==> src/rtl/vga_pattern_writer_if.sv <==
// rtl/vga_pattern_writer_if.sv - character-write bus between the pattern writer and the vga core
//   write_char        : glyph code
//   write_char_pos    : linear cell address (row*COLS + col)
//   write_char_strobe : one-cycle write qualifier
//   master : pattern writer side, slave : vga core side
interface vga_pattern_writer_if #(
    parameter int CHAR_W = 8,
    parameter int POS_W  = 11
);
    logic [CHAR_W-1:0] write_char;
    logic [POS_W-1:0]  write_char_pos;
    logic              write_char_strobe;

    modport master (
        output write_char,
        output write_char_pos,
        output write_char_strobe
    );

    modport slave (
        input write_char,
        input write_char_pos,
        input write_char_strobe
    );
endinterface

==> src/rtl/vga_pattern_writer.sv <==
// rtl/vga_pattern_writer.sv - test-pattern generator for the vga character-write port
//   CLK, reset : clock, synchronous active-high reset
//   enable     : run request, low forces IDLE
//   mode       : 0 SWEEP, 1 BURST, 2 CHECKER, 3 HOLD
//   wr         : character-write bus (master)
//   frame_done : one-cycle pulse with the strobe of the last cell
//   busy       : high in RUN or WAIT
//   VGA_PATTERN_CHECKER_EN : builds CHECKER mode; otherwise mode 2 acts as HOLD
module vga_pattern_writer #(
    parameter int COLS       = 80,
    parameter int ROWS       = 24,
    parameter int TICK_DIV   = 40000000,
    parameter int GLYPHS     = 5,
    parameter int GLYPH_BASE = 0,
    parameter int CHAR_W     = 8,
    parameter int POS_W      = 11
) (
    input  logic                 CLK,
    input  logic                 reset,
    input  logic                 enable,
    input  logic [1:0]           mode,
    vga_pattern_writer_if.master wr,
    output logic                 frame_done,
    output logic                 busy
);
    localparam int GW = (GLYPHS > 1) ? $clog2(GLYPHS) : 1;
    localparam int CW = (COLS > 1) ? $clog2(COLS) : 1;
    localparam int RW = (ROWS > 1) ? $clog2(ROWS) : 1;
    localparam int TW = $clog2(TICK_DIV);

    localparam logic [GW-1:0]     G_LAST = GW'(GLYPHS - 1);
    localparam logic [CW-1:0]     C_LAST = CW'(COLS - 1);
    localparam logic [RW-1:0]     R_LAST = RW'(ROWS - 1);
    localparam logic [TW-1:0]     T_LAST = TW'(TICK_DIV - 1);
    localparam logic [CHAR_W-1:0] BASE   = CHAR_W'(GLYPH_BASE);

    localparam logic [1:0] M_SWEEP = 2'd0;
    localparam logic [1:0] M_BURST = 2'd1;
`ifdef VGA_PATTERN_CHECKER_EN
    localparam logic [1:0] M_CHECKER = 2'd2;
`endif

    typedef enum logic [1:0] {S_IDLE, S_RUN, S_WAIT} state_t;

    state_t            state_q, state_d;
    logic [1:0]        cur_mode_q, cur_mode_d;
    logic [GW-1:0]     glyph_q, glyph_d;
    logic [POS_W-1:0]  pos_q, pos_d;
    logic [CW-1:0]     col_q, col_d;
    logic [RW-1:0]     row_q, row_d;
    logic [TW-1:0]     tick_q, tick_d;
    logic [CHAR_W-1:0] char_q, char_d;
    logic [POS_W-1:0]  wpos_q, wpos_d;
    logic              strobe_q, strobe_d;
    logic              frame_done_q, frame_done_d;
    logic              busy_q, busy_d;
`ifdef VGA_PATTERN_CHECKER_EN
    // rbase = (row + glyph) mod GLYPHS, chk = (col + row + glyph) mod GLYPHS,
    // both stepped incrementally so no divider is needed.
    logic [GW-1:0]     rbase_q, rbase_d;
    logic [GW-1:0]     chk_q, chk_d;
`endif

    logic              tick;
    logic              last_cell;
    logic              mode_ok;
    logic [CHAR_W-1:0] cell_char;

    function automatic logic [GW-1:0] glyph_inc(input logic [GW-1:0] g);
        return (g == G_LAST) ? '0 : g + 1'b1;
    endfunction

    assign tick      = (tick_q == T_LAST);
    assign last_cell = (col_q == C_LAST) && (row_q == R_LAST);

`ifdef VGA_PATTERN_CHECKER_EN
    assign mode_ok   = (mode != 2'd3);
    assign cell_char = (cur_mode_q == M_CHECKER) ? BASE + CHAR_W'(chk_q)
                                                 : BASE + CHAR_W'(glyph_q);
`else
    assign mode_ok   = (mode == M_SWEEP) || (mode == M_BURST);
    assign cell_char = BASE + CHAR_W'(glyph_q);
`endif

    always_ff @(posedge CLK) begin
        if (reset) begin
            state_q      <= S_IDLE;
            cur_mode_q   <= M_SWEEP;
            glyph_q      <= '0;
            pos_q        <= '0;
            col_q        <= '0;
            row_q        <= '0;
            tick_q       <= '0;
            char_q       <= '0;
            wpos_q       <= '0;
            strobe_q     <= 1'b0;
            frame_done_q <= 1'b0;
            busy_q       <= 1'b0;
`ifdef VGA_PATTERN_CHECKER_EN
            rbase_q      <= '0;
            chk_q        <= '0;
`endif
        end else begin
            state_q      <= state_d;
            cur_mode_q   <= cur_mode_d;
            glyph_q      <= glyph_d;
            pos_q        <= pos_d;
            col_q        <= col_d;
            row_q        <= row_d;
            tick_q       <= tick_d;
            char_q       <= char_d;
            wpos_q       <= wpos_d;
            strobe_q     <= strobe_d;
            frame_done_q <= frame_done_d;
            busy_q       <= busy_d;
`ifdef VGA_PATTERN_CHECKER_EN
            rbase_q      <= rbase_d;
            chk_q        <= chk_d;
`endif
        end
    end

    always_comb begin
        state_d      = state_q;
        cur_mode_d   = cur_mode_q;
        glyph_d      = glyph_q;
        pos_d        = pos_q;
        col_d        = col_q;
        row_d        = row_q;
        tick_d       = tick_q;
        char_d       = char_q;
        wpos_d       = wpos_q;
        strobe_d     = 1'b0;
        frame_done_d = 1'b0;
`ifdef VGA_PATTERN_CHECKER_EN
        rbase_d      = rbase_q;
        chk_d        = chk_q;
`endif

        case (state_q)
            S_IDLE: begin
                pos_d  = '0;
                col_d  = '0;
                row_d  = '0;
                tick_d = '0;
                if (enable && mode_ok) begin
                    state_d    = S_RUN;
                    cur_mode_d = mode;
`ifdef VGA_PATTERN_CHECKER_EN
                    rbase_d    = glyph_q;
                    chk_d      = glyph_q;
`endif
                end
            end

            S_RUN: begin
                if (!enable) begin
                    // Abandon the partial frame: no write, glyph kept.
                    state_d = S_IDLE;
                    pos_d   = '0;
                    col_d   = '0;
                    row_d   = '0;
                    tick_d  = '0;
                end else begin
                    tick_d = tick ? '0 : tick_q + 1'b1;
                    if (cur_mode_q != M_SWEEP || tick) begin
                        strobe_d = 1'b1;
                        char_d   = cell_char;
                        wpos_d   = pos_q;
                        if (last_cell) begin
                            frame_done_d = 1'b1;
                            glyph_d      = glyph_inc(glyph_q);
                            pos_d        = '0;
                            col_d        = '0;
                            row_d        = '0;
`ifdef VGA_PATTERN_CHECKER_EN
                            rbase_d      = glyph_inc(glyph_q);
                            chk_d        = glyph_inc(glyph_q);
`endif
                            if (cur_mode_q != M_SWEEP) begin
                                tick_d  = '0;
                                state_d = S_WAIT;
                            end
                        end else begin
                            pos_d = pos_q + 1'b1;
                            if (col_q == C_LAST) begin
                                col_d   = '0;
                                row_d   = row_q + 1'b1;
`ifdef VGA_PATTERN_CHECKER_EN
                                rbase_d = glyph_inc(rbase_q);
                                chk_d   = glyph_inc(rbase_q);
`endif
                            end else begin
                                col_d   = col_q + 1'b1;
`ifdef VGA_PATTERN_CHECKER_EN
                                chk_d   = glyph_inc(chk_q);
`endif
                            end
                        end
                    end
                end
            end

            S_WAIT: begin
                if (!enable || tick) begin
                    state_d = S_IDLE;
                    tick_d  = '0;
                end else begin
                    tick_d = tick_q + 1'b1;
                end
            end

            default: state_d = S_IDLE;
        endcase

        busy_d = (state_d != S_IDLE);
    end

    assign wr.write_char        = char_q;
    assign wr.write_char_pos    = wpos_q;
    assign wr.write_char_strobe = strobe_q;
    assign frame_done           = frame_done_q;
    assign busy                 = busy_q;
endmodule

==> src/flat_wrapper.sv <==
// flat-port wrapper written by rule: the top's interface ports become plain ports
module vga_pattern_writer_flat 
#(
    parameter int COLS       = 80,
    parameter int ROWS       = 24,
    parameter int TICK_DIV   = 40000000,
    parameter int GLYPHS     = 5,
    parameter int GLYPH_BASE = 0,
    parameter int CHAR_W     = 8,
    parameter int POS_W      = 11
)
  (CLK, reset, enable, mode, frame_done, busy, wr_write_char, wr_write_char_pos, wr_write_char_strobe);
  vga_pattern_writer_if #(.CHAR_W(CHAR_W), .POS_W(POS_W)) wr_i ();
  input  logic CLK;
  input  logic reset;
  input  logic enable;
  input  logic [1:0] mode;
  output logic frame_done;
  output logic busy;
  output wire logic [$bits(wr_i.write_char)-1:0] wr_write_char;
  output wire logic [$bits(wr_i.write_char_pos)-1:0] wr_write_char_pos;
  output wire logic [$bits(wr_i.write_char_strobe)-1:0] wr_write_char_strobe;
  assign wr_write_char = wr_i.write_char;
  assign wr_write_char_pos = wr_i.write_char_pos;
  assign wr_write_char_strobe = wr_i.write_char_strobe;
  vga_pattern_writer #(.COLS(COLS), .ROWS(ROWS), .TICK_DIV(TICK_DIV), .GLYPHS(GLYPHS), .GLYPH_BASE(GLYPH_BASE), .CHAR_W(CHAR_W), .POS_W(POS_W)) u_core (.CLK(CLK), .reset(reset), .enable(enable), .mode(mode), .wr(wr_i), .frame_done(frame_done), .busy(busy));
endmodule
==> config.mk <==
export PLATFORM = sky130hd
export DESIGN_NAME = vga_pattern_writer_flat
export DESIGN_NICKNAME = d
export VERILOG_FILES = /design/src/rtl/vga_pattern_writer_if.sv /design/src/rtl/vga_pattern_writer.sv /design/src/flat_wrapper.sv
export SDC_FILE = /design/constraint.sdc
export NUM_CORES = 1
export LEC_CHECK = 0
export ABC_AREA = 0
export ABC_CLOCK_PERIOD_IN_PS = 2560
export CAP_MARGIN = 20
export CORE_MARGIN = 4
export CORE_UTILIZATION = 30
export DETAILED_ROUTE_END_ITERATION = 8
export DONT_BUFFER_PORTS = 1
export GPL_ROUTABILITY_DRIVEN = 0
export GPL_TIMING_DRIVEN = 0
export MAX_ROUTING_LAYER = met4
export PLACE_DENSITY_LB_ADDON = 0.25
export SYNTH_ARGS = -nofsm -noshare
export SYNTH_HDL_FRONTEND = slang
export SYNTH_SLANG_ARGS = --single-unit
==> constraint.sdc <==
create_clock -name CLK -period 2.56 [get_ports CLK]
set_input_delay 0.384 -clock CLK [delete_from_list [all_inputs] [get_ports CLK]]
set_output_delay 0.384 -clock CLK [all_outputs]
set_load 0.02 [all_outputs]
### Word-level counts from Yosys, hierarchy flattened

Cells that the tools add are included.
W data, S select, Z words.

| storage, ports and cells | value |
|---|---|
| flip-flop bits (word level) | 73 |
| input port bits | 5 |
| output and inout port bits | 22 |
| logic and storage cells | 79 |

| operators by class | value |
|---|---|
| reductions and logical operators | 19 |
| eq/ne operators | 9 |
| mux-type cells | 31 |
| add/subtract/negate cells | 5 |
| bitwise operators | 3 |

Operator list:

| operator | count |
|---|---|
| $mux W26 | 6 |
| $pmux W26 S3 | 1 |
| $mux W11 | 3 |
| $mux W7 | 4 |
| $add A26 B1 Y26 const B | 1 |
| $eq A26 B26 Y1 const B | 1 |
| $pmux W11 S2 | 1 |
| $mux W5 | 4 |
| $pmux W7 S2 | 1 |
| $mux W2 | 6 |
| $add A11 B1 Y11 const B | 1 |
| $pmux W5 S2 | 1 |
| $add A7 B1 Y7 const B | 1 |
| $eq A7 B7 Y1 const B | 1 |
| $pmux W2 S3 | 1 |
| $reduce_and A3 Y1 | 2 |
| $reduce_bool A2 Y1 | 3 |
| $add A5 B1 Y5 const B | 1 |
| $eq A5 B5 Y1 const B | 1 |
| $eq A2 B1 Y1 const B | 2 |
| $logic_not A2 Y1 | 2 |
| $ne A4 B2 Y1 const B | 1 |
| $reduce_and A2 Y1 | 2 |
| $reduce_and A4 Y1 | 1 |
| 13 further kinds | 19 |

### Logic depth before layout (Yosys ltp)

| logic depth | value |
|---|---|
| depth in word-level cells | 7 |
| gate-level depth with buffers | 9 |
| mapped depth without buffers | 7 |

### Worst setup path before layout

No wires, ideal clock.

| timing | value |
|---|---|
| path type | register to register |
| start | register u_core.tick_q[19] |
| end | register u_core.char_q[0], in the netlist u_core.wr.write_char[0] |
| path buffers | 2 |
| period minus slack after synthesis | 2.360 ns |
| stages on the path, launching flop included | 9 |
| data required time | 2.432 ns |
| path slack | 0.200 ns |
| library setup time | 0.128 ns |
| data arrival time | 2.233 ns |
| cell sequence | dfxtp_1 > or4_1 > or4_4 > o21a_1 > buf_6 > nor2_8 > buf_4 > mux2i_1 > nor2_1 |

| between the ends | value |
|---|---|
| cells in the longest elaborated chain, start to end | 3 |

RTL lines:

| element | line | RTL |
|---|---|---|
| from (decl) | vga_pattern_writer.sv:51 | `logic [TW-1:0] tick_q, tick_d;` |
| from (signal assigned) | vga_pattern_writer.sv:110 | `tick_q <= tick_d;` |
| $eq A26 B26 Y1 | vga_pattern_writer.sv:73 | `assign tick = (tick_q == T_LAST);` |
| $logic_or A1 B1 Y1 | vga_pattern_writer.sv:166 | `if (cur_mode_q != M_SWEEP \|\| tick) begin` |
| $reduce_and A3 Y1 (no source line) | n/a |  |
| to (signal assigned) | vga_pattern_writer.sv:111 | `char_q <= char_d;` |
| to (decl) | vga_pattern_writer.sv:52 | `logic [CHAR_W-1:0] char_q, char_d;` |

No other way between the ends.
A chain may end at the register's enable or synchronous reset.

### Final worst setup path

Same ends and word-level chain as after synthesis.

==> flow_metrics.py <==
metrics = {
    "global_route": {
        "gr-total-overflow": 0,
        "track_usage": 0.132,
        "antenna_found_initial": 0,
        "grt_pass1_wl_mm": 14.9,
        "first_global_vias": 2978,
        "grt_max_degree": 14,
    },
    "route": {
        "drc_errors": 0,
        "drtIter0Drc": 194,
        "routed_via_density": 5.02,
        "dr.pass1.iters": 4,
        "num_vias": 3158,
        "ant_nets": 0,
        "routed_wl_mm": 8.79,
        "wl_per_cell_um": 14.0,
    },
    "critical_path": {
        "cpPeakStageDelay_ps": 530,
        "worstPathCellList": "or4_1 -> or4_4 -> o21a_1 -> buf_6 -> nor2_8 -> buf_8 -> mux2i_1 -> nor2_1",
        "crit_path_start_kind": "register",
        "path_class": "reg2reg",
        "end_kind": "register",
        "path_max_fanout": 10,
        "required_ps": 2770,
        "cp_slowest_cell": "or4_1",
        "worstPathArrival_ps": 2640,
    },
    "placement": {
        "hpwl_mm": 6.30,
        "io_buffers": 0,
    },
    "floorplan": {
        "die_area_um2": 14200,
        "die-height_um": 119,
        "fp-row-count": 40,
        "core_area_um2": 12100,
        "start_util": 0.307,
        "ios": 27,
        "die_w_um": 119,
    },
    "clock_network": {
        "cts_root_buffer": "clkbuf_16",
        "cts_max_level": 3,
        "clk_path_buf_depth": 2,
        "insertion_delay_ps": 340,
        "clock-sinks": 73,
        "cts-hold-fix-buffers": 0,
        "cts_buffers": 9,
        "cts_tree": "built",
        "clkSlewWorstSetupHoldPaths_ps": 60,
    },
    "final_layout": {
        "syn_to_final_growth_pct": 17.7,
        "post-route-util": 0.361,
        "layout-drive-gt1-share": 0.132,
        "n_fill_cell": 1241,
        "layout.nets": 473,
        "n_antenna_cell": 0,
    },
    "power_and_ir_drop": {
        "power_density_nw_per_um2": 632,
        "vdd_ir_drop_max_uv": 347,
        "leakage_nw": 1.63,
    },
    "yosys": {
        "synth.distinct_cells": 59,
        "yosys-top-cells-area": "dfxtp_1 39%, nand3_1 4.9%, mux2i_1 4.6%, nor2_1 4.4%, a21oi_1 4.1%",
        "ys_top_cells_by_count": "73 x dfxtp_1, 43 x nor2_1, 36 x nand3_1",
        "synth_cells": 437,
        "synth_xor_area_frac": 0.0142,
        "syn_area_um2": 3700,
        "synth_top_area_cell": "dfxtp_1",
        "synth_compound_area_frac": 0.165,
        "yosys_warnings": 0,
        "synth.area.mux_share": 0.0460,
        "ys_seq_area_frac": 0.395,
        "avgSynthCellArea_um2": 8.47,
        "synthAdderAreaFrac": 0.0406,
        "synth_top_family_by_area": "simple AND/OR/NAND/NOR gates",
        "synth_edf_count": 0,
        "synthFlopType": "dfxtp_1",
        "synthSimpleGateAreaFrac": 0.281,
        "synth_seq_cells": 73,
        "synth.top_cell.area_share": 0.395,
        "synthArstFlopShare": 0,
        "yosysMostFrequentCell": "dfxtp_1",
    },
    "sta": {
        "setup_viol": 0,
        "finalCritPeriodShare": 0.951,
        "drv_slew": 0,
        "clock.fmax_mhz": 411,
        "rsz0062_at_grt": "false",
        "slew_headroom": 0.517,
        "fin_skew_ps": 6.33,
        "min_period_ps": 2430,
        "hold_violations": 0,
        "fin_tns_setup_ps": 0,
        "hold_ws_ps": 209,
        "tightest_slew_ps": 718,
    },
    "worst_hold_path": {
        "hp-class": "in2reg",
    },
    "run_status": {
        "status": "completed",
    },
    "flow_run": {
        "cap_violations": 0,
    },
}
-- per-stage QoR --
step / setup slack, ps / area (um^2) / std cells / power, mW
5_1_grt: 10.6 / 4350 / 629 / 2.85
6_report: 127 / 4350 / 629 / 2.75
2_1_floorplan: 200 / 3710 / 441 / 1.26
3_5_place_dp: -163 / 3930 / 609 / 1.29
3_3_place_gp: -192 / 3930 / 609 / 1.29
4_1_cts: 7.59 / 4330 / 629 / 2.77
-- registers in the layout (all words and copies together), names as in the netlist --
register and count:
u_core.busy 1, u_core.frame_done 1, u_core.pos_q 11, u_core.row_q 5
u_core.tick_q 26, u_core.state_q 2, u_core.wr.write_char 3, u_core.col_q 7
u_core.cur_mode_q 2, u_core.wr.write_char_pos 11, u_core.glyph_q 3, u_core.wr.write_char_strobe 1
-- per-layer routing --
metal  global-route usage  vias to the layer above  share of wire
met2                0.196                       52           0.44
met5                    -                        -              0
met3               0.0318                        9          0.044
met4               0.0369                        0          0.012
met1                0.179                     1489           0.50
li1                     -                     1608              -
-- final timing paths --
check,startpoint,cells after the start,slack [ps],end
worst max-delay path,u_core.tick_q[19],8,130,u_core.wr.write_char[0]
worst min register to register,u_core.cur_mode_q[1],1,470,u_core.cur_mode_q[1]
worst min-delay path,mode[0],2,210,u_core.cur_mode_q[0]
worst max register to register,u_core.tick_q[19],8,130,u_core.wr.write_char[0]
-- cells by family (layout without fill, tap and decap cells) --
logic type	count (synthesis)	in the layout
and+or+nand+nor	195	195
AOI/OAI and AO/OA	97	97
DFF	73	73
buffers and inverters	36	56
muxes	17	17
adders and majority gates	12	12
xor gates and xnor gates	6	6
other	1	5
-- layout make-up --
type | count | area, um^2 | share of cell area
Multi-Input combinational cell | 332 | 2070 | 0.476
Sequential cell | 73 | 1460 | 0.336
Clock buffer | 10 | 239 | 0.0549
Tap cell | 168 | 210 | 0.0483
Buffer | 24 | 180 | 0.0414
Clock inverter | 6 | 115 | 0.0264
Inverter | 12 | 45.0 | 0.0103
Timing Repair Buffer | 4 | 30.0 | 0.00690
-- worst max-delay path: cells and delay by family (launching register included) --
kind	cells	cell delay, ps
and+or+nand+nor	4	1220
AOI/OAI and AO/OA	1	210
DFF	1	340
buffers and inverters	2	330
muxes	1	190
-- repair_timing --
item	4_1_cts	5_1_grt
buffers inserted	4	0
pin swaps	2	3
hold endpoints to repair	0	0
gates resized for setup	6	11
setup endpoints to repair	48	49
-- power by group --
part	total, mW	switching (mW)	internal [mW]
combinational	0.127	0.0835	0.0430
clock	1.48	0.495	0.981
sequential	1.15	0.00665	1.14
-- cell usage in the layout (no fill, tap or decap), types with 9 or more instances in the layout --
cell / instances
a21o_1: 12
a21oi_1: 29
and3_1: 9
buf_4: 10
clkbuf_16: 9
dfxtp_1: 71
ha_1: 12
inv_1: 12
mux2i_1: 17
nand2_1: 31
nand3_1: 34
nor2_1: 43
nor3_1: 12
o21ai_0: 28
or3_1: 13
Power figures use the tool's default switching activity.
